`config.mk`:
```
export PLATFORM = sky130hd
export DESIGN_NAME = mste_speed_ctrl
export DESIGN_NICKNAME = d
export VERILOG_FILES = /design/src/rtl/mste_speed_ctrl.sv
export SDC_FILE = /design/constraint.sdc
export NUM_CORES = 1
export LEC_CHECK = 0
export CAP_MARGIN = 20
export CORE_AREA = 2 2 39 41
export DETAILED_ROUTE_END_ITERATION = 6
export DIE_AREA = 0 0 41 43
export PLACE_DENSITY = 0.58
export REMOVE_ABC_BUFFERS = 1
export SKIP_CTS_REPAIR_TIMING = 1
export SLEW_MARGIN = 20
export SYNTH_ARGS = -nofsm -noshare
export SYNTH_HDL_FRONTEND = slang
export SYNTH_SLANG_ARGS = --single-unit
```
`constraint.sdc`:
```
create_clock -name clk -period 4.35 [get_ports clk]
set_input_delay 0.87 -clock clk [delete_from_list [all_inputs] [get_ports clk]]
set_output_delay 0.87 -clock clk [all_outputs]
set_load 0.02 [all_outputs]
```
`src/rtl/mste_speed_ctrl.sv`:
```
// CPU clock-enable sequencer: 8/16 MHz phase enables from a 32 MHz clock, slow-bus stretching, cache enable/flush.
// Speed changes land only on ST bus slot boundaries; the CPU is stalled via missing phi pulses, not via handshake.
module mste_speed_ctrl (
    input  logic       clk,
    input  logic       reset,
    input  logic       enable_16mhz,
    input  logic       enable_cache,
    input  logic       cpu_as_n,
    input  logic       bus_slow,
    output logic       cpu_phi1,
    output logic       cpu_phi2,
    output logic       cpu16,
    output logic       cache_en,
    output logic       cache_flush,
    output logic [1:0] st_slot
);

    typedef enum logic [1:0] {
        ST_S8   = 2'd0,
        ST_S16  = 2'd1,
        ST_WAIT = 2'd2,
        ST_SLOW = 2'd3
    } state_t;

    state_t state;
    state_t next_state;
    logic   boundary;
    logic   slow_access;
    logic   mode_flip;
    logic   enable_cache_q;

    // The edge that takes st_slot from 3 to 0 is the only safe point to switch decode.
    assign boundary    = (st_slot == 2'd3);
    assign slow_access = ~cpu_as_n & bus_slow;

    always_comb begin
        next_state = state;
        case (state)
            ST_S8: begin
                if (boundary && cpu_as_n && enable_16mhz)
                    next_state = ST_S16;
            end
            ST_S16: begin
                if (slow_access)
                    next_state = boundary ? ST_SLOW : ST_WAIT;
                else if (boundary && cpu_as_n && !enable_16mhz)
                    next_state = ST_S8;
            end
            ST_WAIT: begin
                if (boundary)
                    next_state = ST_SLOW;
            end
            ST_SLOW: begin
                if (boundary && cpu_as_n)
                    next_state = enable_16mhz ? ST_S16 : ST_S8;
            end
            default: next_state = ST_S8;
        endcase
    end

    always_comb begin
        mode_flip = 1'b0;
        if ((state == ST_S8   && next_state == ST_S16) ||
            (state == ST_S16  && next_state == ST_S8)  ||
            (state == ST_SLOW && next_state == ST_S8))
            mode_flip = 1'b1;
    end

    always_ff @(posedge clk) begin
        if (reset) begin
            st_slot        <= 2'd0;
            state          <= ST_S8;
            cache_en       <= 1'b0;
            cache_flush    <= 1'b0;
            enable_cache_q <= 1'b0;
        end else begin
            st_slot        <= st_slot + 2'd1;
            state          <= next_state;
            cache_en       <= enable_cache & (next_state != ST_S8);
            cache_flush    <= (enable_cache_q & ~enable_cache) | mode_flip;
            enable_cache_q <= enable_cache;
        end
    end

    // SLOW reuses the 8 MHz decode so stretched accesses stay aligned to the ST bus slot.
    always_comb begin
        cpu_phi1 = 1'b0;
        cpu_phi2 = 1'b0;
        if (!reset) begin
            case (state)
                ST_S8, ST_SLOW: begin
                    cpu_phi1 = (st_slot == 2'd0);
                    cpu_phi2 = (st_slot == 2'd2);
                end
                ST_S16: begin
                    cpu_phi1 = ~st_slot[0];
                    cpu_phi2 = st_slot[0];
                end
                default: begin
                    cpu_phi1 = 1'b0;
                    cpu_phi2 = 1'b0;
                end
            endcase
        end
    end

    assign cpu16 = (state != ST_S8);

endmodule

```
Word level (Yosys, flattened, before mapping)
Cells that the tools add are included.
{"block": "word_totals", "inputBits": 6, "reg_bits": 7, "elab_cells": 47}
{"block": "classes", "n_reduce_logical": 15, "n_mux": 13, "n_bitwise": 7, "eq_ne": 6, "addsub": 1}
{"op": "2-to-1 mux 2 bit", "count": 5}
{"op": "== test 2 bit, second input constant", "count": 4}
{"op": "one-hot mux 2 bit (4 select lines)", "count": 1}
{"op": "logical AND 1 bit", "count": 6}
{"op": "zero test 2 bit", "count": 3}
{"op": "2-to-1 mux 1 bit", "count": 5}
{"op": "== test 2 x 1 -> 1 bit, second input constant", "count": 2}
{"op": "one-hot mux 1 bit (2 select lines)", "count": 2}
{"op": "nonzero test 2 bit", "count": 2}
{"op": "AND 1 bit", "count": 3}
{"op": "inverter 1 bit", "count": 3}
{"op": "adder 2 x 1 -> 2 bit, second input constant", "count": 1}
{"op": "logical OR 1 bit", "count": 2}
{"op": "OR reduction 2 bit", "count": 1}
{"op": "zero test 1 bit", "count": 1}
{"op": "bitwise OR 1 bit", "count": 1}

Depth between registers and ports, before layout
{"block": "depth", "ltp_word": 12, "depth_mapped": 6, "depth_no_buf": 6}

Least setup slack after synthesis
OpenSTA, ideal clock, no wires.
{"block": "synth_path", "path_kind": "in2out", "from": "input reset", "to": "output cpu_phi1", "n_path_buf": 1, "path_stages": 2, "setup_slack_ns": 1.921, "arrival_ns": 1.559, "path_cell_list": "clkbuf_1 -> nor3_1"}
{"block": "synth_between", "elab_chain_len": 1}
{"item": "start, declared", "line_no": "5", "source": "input logic reset,"}
{"item": "2-to-1 mux 1 bit", "line_no": "89", "source": "if (!reset) begin"}
{"item": "end, declared", "line_no": "10", "source": "output logic cpu_phi1,"}
No other way between the ends.

Worst setup path after layout
{"block": "layout_path", "from": "input reset", "to": "output cpu_phi2"}
{"block": "layout_between", "elab_chain_len": 1}
{"item": "2-to-1 mux 1 bit", "line_no": "89"}
{"item": "end, declared", "line_no": "11", "source": "output logic cpu_phi2,"}
No other way between the ends.

==> flow_summary.html <==
<table>
<tr><th>Metric</th><th>Value</th></tr>
<tr><th colspan="2">Power</th></tr>
<tr><td>Clock Power Share</td><td>28.9%</td></tr>
<tr><td>Cell internal pwr</td><td>about 0.14 mW</td></tr>
<tr><td>Combinational group share of total power</td><td>33.1%</td></tr>
<tr><td>Maximum ir drop on the vdd rail</td><td>0.149 mV</td></tr>
<tr><td>Net switching power</td><td>~0.064 mW</td></tr>
<tr><td>PwrDens</td><td>320 nW/um^2</td></tr>
<tr><td>Static Leakage</td><td>0.268 nW</td></tr>
<tr><td>Sw Share</td><td>31.9%</td></tr>
<tr><td>Part of the total power dissipated in sequential elements</td><td>38.0%</td></tr>
<tr><th colspan="2">Timing</th></tr>
<tr><td>Post-layout min period</td><td>3.22 ns</td></tr>
<tr><td>Crit path setup slack, layout</td><td>1.13 ns</td></tr>
<tr><td>Timing-limited maximum frequency</td><td>between 0.3 and 0.4 GHz</td></tr>
<tr><td>Setup-violating endpoint count in the final report</td><td>0</td></tr>
<tr><td>Crit share post-route</td><td>74.0%</td></tr>
<tr><td>Worst slew margin relative to its limit</td><td>76.1%</td></tr>
<tr><td>Pin slew with the least headroom to its limit</td><td>about 0.36 ns</td></tr>
<tr><td>Final-report hold violation count</td><td>0</td></tr>
<tr><td>Setup repair after global routing missed its margin</td><td>no</td></tr>
<tr><td>Max-slew violation count</td><td>0</td></tr>
<tr><td>Final sum of negative setup slack</td><td>0 ns</td></tr>
<tr><td>Skew final</td><td>0.000575 ns</td></tr>
<tr><th colspan="2">Finish</th></tr>
<tr><td>Area growth from synthesis to final layout</td><td>35.1%</td></tr>
<tr><td>Number of nets at the end of the flow</td><td>86</td></tr>
<tr><td>Proportion of layout cells with a drive suffix above 1</td><td>6.94%</td></tr>
<tr><td>Final non-filler cell area</td><td>626 sq um</td></tr>
<tr><td>Number of diodes</td><td>0</td></tr>
<tr><td>FILL cells</td><td>143</td></tr>
<tr><th colspan="2">Critical path</th></tr>
<tr><td>Endpoint of the most critical register-to-register path</td><td>cache_flush$_SDFF_PP0_</td></tr>
<tr><td>Slack of the worst reg-to-reg path</td><td>approximately 2.8 ns</td></tr>
<tr><td>Reg2reg start</td><td>state[0]$_SDFF_PP0_</td></tr>
<tr><td>Slowest cell on the critical path</td><td>sky130_fd_sc_hd__clkdlybuf4s50_1</td></tr>
<tr><td>Crit start category</td><td>input port</td></tr>
<tr><td>Critical path required time</td><td>3.48 ns</td></tr>
<tr><td>Critical Path, Cell by Cell</td><td>clkdlybuf4s50_1 &gt; nor3_1 &gt; clkdlybuf4s50_1</td></tr>
<tr><td>R2R depth</td><td>5</td></tr>
<tr><td>Start-to-end type of the worst setup path</td><td>input port to output port</td></tr>
<tr><td>Type of destination of the critical path</td><td>output port</td></tr>
<tr><td>Cell repeated most along the worst path</td><td>sky130_fd_sc_hd__clkdlybuf4s50_1</td></tr>
<tr><td>CP Data Arrival Time</td><td>2.35 ns</td></tr>
<tr><td>Worst-path fanout max</td><td>10</td></tr>
<tr><td>Crit-path max cell delay</td><td>0.64 ns</td></tr>
<tr><th colspan="2">Hold path</th></tr>
<tr><td>Class of the tightest hold or removal check</td><td>register to register</td></tr>
<tr><td>Worst min-delay path endpoint</td><td>st_slot[0]$_SDFF_PP0_</td></tr>
<tr><td>Hold_sp</td><td>st_slot[0]$_SDFF_PP0_</td></tr>
<tr><td>Hold path depth</td><td>1</td></tr>
<tr><th colspan="2">Yosys</th></tr>
<tr><td>Synth area leaders</td><td>sky130_fd_sc_hd__dfxtp_1, sky130_fd_sc_hd__ha_1, sky130_fd_sc_hd__inv_1, sky130_fd_sc_hd__nor2_1, sky130_fd_sc_hd__nor2b_1</td></tr>
<tr><td>Fraction of post-synthesis cell area in the top cell type by area</td><td>30.3%</td></tr>
<tr><td>Cell variety after synth</td><td>21</td></tr>
<tr><td>Total standard cell area after synthesis</td><td>approximately 460 sq um</td></tr>
<tr><td>Async set-or-reset flop fraction in the synthesized netlist</td><td>0%</td></tr>
<tr><td>Number of synthesized register bits</td><td>7</td></tr>
<tr><td>Number of flops mapped to enable cells by yosys</td><td>0</td></tr>
<tr><td>Cell type contributing the most total cell area after synthesis</td><td>sky130_fd_sc_hd__dfxtp_1</td></tr>
<tr><td>Sequential cell area fraction in the yosys report</td><td>30.3%</td></tr>
<tr><td>Post-synth top cells</td><td>sky130_fd_sc_hd__dfxtp_1, sky130_fd_sc_hd__ha_1, sky130_fd_sc_hd__inv_1, sky130_fd_sc_hd__nor2_1, sky130_fd_sc_hd__nand2_1</td></tr>
<tr><td>Most instantiated flip-flop cell in the synthesis netlist</td><td>sky130_fd_sc_hd__dfxtp_1</td></tr>
<tr><td>Synthesis warning total</td><td>0</td></tr>
<tr><td>Cell count after synthesis</td><td>57</td></tr>
<tr><td>Synth Area per Inst</td><td>8.12 sq um</td></tr>
<tr><th colspan="2">Drt</th></tr>
<tr><td>Residual DRC count</td><td>0</td></tr>
<tr><td>Overall via count from detail_route</td><td>roughly 430</td></tr>
<tr><td>Total detailed-routing wirelength</td><td>998 microns</td></tr>
<tr><td>Antenna violation net count after detailed routing</td><td>0</td></tr>
<tr><td>Post-detailed-route via-to-cell ratio</td><td>between 4 and 5</td></tr>
<tr><td>Pre-antenna DRT Iters</td><td>4</td></tr>
<tr><td>Average wire per standard cell</td><td>11.3 microns</td></tr>
<tr><td>Initial detailed-routing violation count</td><td>16</td></tr>
<tr><th colspan="2">Global route</th></tr>
<tr><td>Number of antenna violations at the first check in global routing</td><td>0</td></tr>
<tr><td>Total gr overflow</td><td>0</td></tr>
<tr><td>Largest net degree at the start of global routing</td><td>11</td></tr>
<tr><td>Wire length of the first global-routing pass</td><td>1650 microns</td></tr>
<tr><td>Global routing usage summed across all routing layers</td><td>13.7%</td></tr>
<tr><td>Number of global-route vias before repair</td><td>approximately 400</td></tr>
<tr><th colspan="2">CTS</th></tr>
<tr><td>Clock slew at reported path FFs</td><td>0.05 ns</td></tr>
<tr><td>Clock Path Buffers</td><td>2</td></tr>
<tr><td>Skew-Pair Late Insertion Delay</td><td>0.24 ns</td></tr>
<tr><td>Root buf cell</td><td>sky130_fd_sc_hd__clkbuf_4</td></tr>
<tr><td>CTS tree</td><td>done</td></tr>
<tr><td>Count of clock tree sinks</td><td>7</td></tr>
<tr><td>Total number of H-tree levels</td><td>1</td></tr>
<tr><td>Total CTS buffers</td><td>3</td></tr>
<tr><th colspan="2">Die</th></tr>
<tr><td>Vert. Die Dim</td><td>43 microns</td></tr>
<tr><td>Die X-Extent</td><td>a little over 40 microns</td></tr>
<tr><td>Core Area</td><td>around 1400 sq um</td></tr>
<tr><td>I/O pins</td><td>13</td></tr>
<tr><td>Starting density of the core</td><td>33.5%</td></tr>
<tr><td>Number of placement rows</td><td>14</td></tr>
<tr><td>Die Footprint</td><td>1760 sq um</td></tr>
<tr><th colspan="2">Place</th></tr>
<tr><td>Number of port buffers</td><td>12</td></tr>
<tr><td>DP HPWL</td><td>759 microns</td></tr>
<tr><td>Post-place setup slack</td><td>roughly 1.1 ns</td></tr>
<tr><td>Placed standard-cell area</td><td>599 sq um</td></tr>
<tr><td>Final RePlAce weighted congestion</td><td>between 0.7 and 0.8</td></tr>
<tr><th colspan="2">Status</th></tr>
<tr><td>Status</td><td>completed</td></tr>
<tr><th colspan="2">Run</th></tr>
<tr><td>Max_cap viols</td><td>0</td></tr>
</table>
[power by group through the flow]
stage	Clock, mW	Combinational [mW]	Sequential [mW]
floorplan	0	0.0363	0.0796
global placement	0	0.0668	0.0771
detailed placement	0	0.0665	0.0774
CTS	0.0604	0.0670	0.0761
global route	0.0656	0.0724	0.0770
finish	0.0579	0.0663	0.0760
[logic make-up after synthesis]
kind of cell    synth area share (%)
fa+ha+maj                       18.9
compound gates                  24.1
mux                             2.16
simple gates                    18.1
buf+inv                         6.49
flops                           30.3
[worst max-delay path by stage]
stage                from  endpoint  cells past startpoint
finish              reset  cpu_phi2                      3
global route        reset  cpu_phi2                      3
CTS                 reset  cpu_phi2                      3
detailed placement  reset  cpu_phi2                      3
global placement    reset  cpu_phi2                      3
floorplan           reset  cpu_phi1                      1
[flip-flops by register name, summed over array words and instances (netlist names)]
signal,cells
cache_flush,1
cache_en,1
state,2
enable_cache_q,1
st_slot,2
[per-stage QoR]
step,utilization [%],total power [mW],hold slack [ns],std cells
after floorplan,-,0.116,0.528,56
after global placement,43.3,0.144,0.492,84
after detailed placement,43.3,0.144,0.487,84
after CTS,45.2,0.204,0.526,88
after global routing,45.2,0.215,0.535,88
final,45.2,0.200,0.515,88
[critical path, delay by kind of cell]
family        cells  cell delay [ns]
buf+inv           2             1.22
simple gates      1             0.25
[area by class of cell]
cell class                      count  area [sq um]  area share [%]
Sequential cell                     7           140            22.4
Multi-Input combinational cell     42           293            46.8
Inverter                            7          26.3            4.20
Timing Repair Buffer               12           120            19.2
Tap cell                           16          20.0            3.20
Clock buffer                        4          26.3            4.20
[per-layer routing]
| layer | part of all wire, % | up-vias | track usage (%) | routed length [microns] |
|---|---|---|---|---|
| met2 | 48 | 10 | 18.8 | 475 |
| li1 | - | 226 | - | - |
| met5 | 0 | - | 0 | 0 |
| met4 | 0 | 0 | 8.00 | 0 |
| met3 | 3.1 | 0 | 3.14 | 31 |
| met1 | 49 | 190 | 18.8 | 492 |
[placed cells by master (no fill, tap or decap)]
cell type,synthesis,routed
sky130_fd_sc_hd__a41o_1,1,1
sky130_fd_sc_hd__o2bb2ai_1,1,1
sky130_fd_sc_hd__o31ai_1,1,1
sky130_fd_sc_hd__nand2_1,4,4
sky130_fd_sc_hd__nor2b_1,3,3
sky130_fd_sc_hd__o21ai_1,2,2
sky130_fd_sc_hd__o21ai_0,2,2
sky130_fd_sc_hd__and2_1,1,1
sky130_fd_sc_hd__clkbuf_4,0,3
sky130_fd_sc_hd__inv_1,7,7
sky130_fd_sc_hd__a21oi_1,3,3
sky130_fd_sc_hd__dfxtp_1,7,7
sky130_fd_sc_hd__o31a_2,1,1
sky130_fd_sc_hd__clkbuf_1,1,1
sky130_fd_sc_hd__nor2_1,7,7
sky130_fd_sc_hd__a21boi_1,1,1
sky130_fd_sc_hd__a22oi_1,2,2
sky130_fd_sc_hd__mux2i_1,1,1
sky130_fd_sc_hd__ha_1,7,7
sky130_fd_sc_hd__and3_2,1,1
sky130_fd_sc_hd__a311oi_1,2,2
sky130_fd_sc_hd__nor3_1,2,2
sky130_fd_sc_hd__clkdlybuf4s50_1,0,12
(Power assumes the default switching activity.)
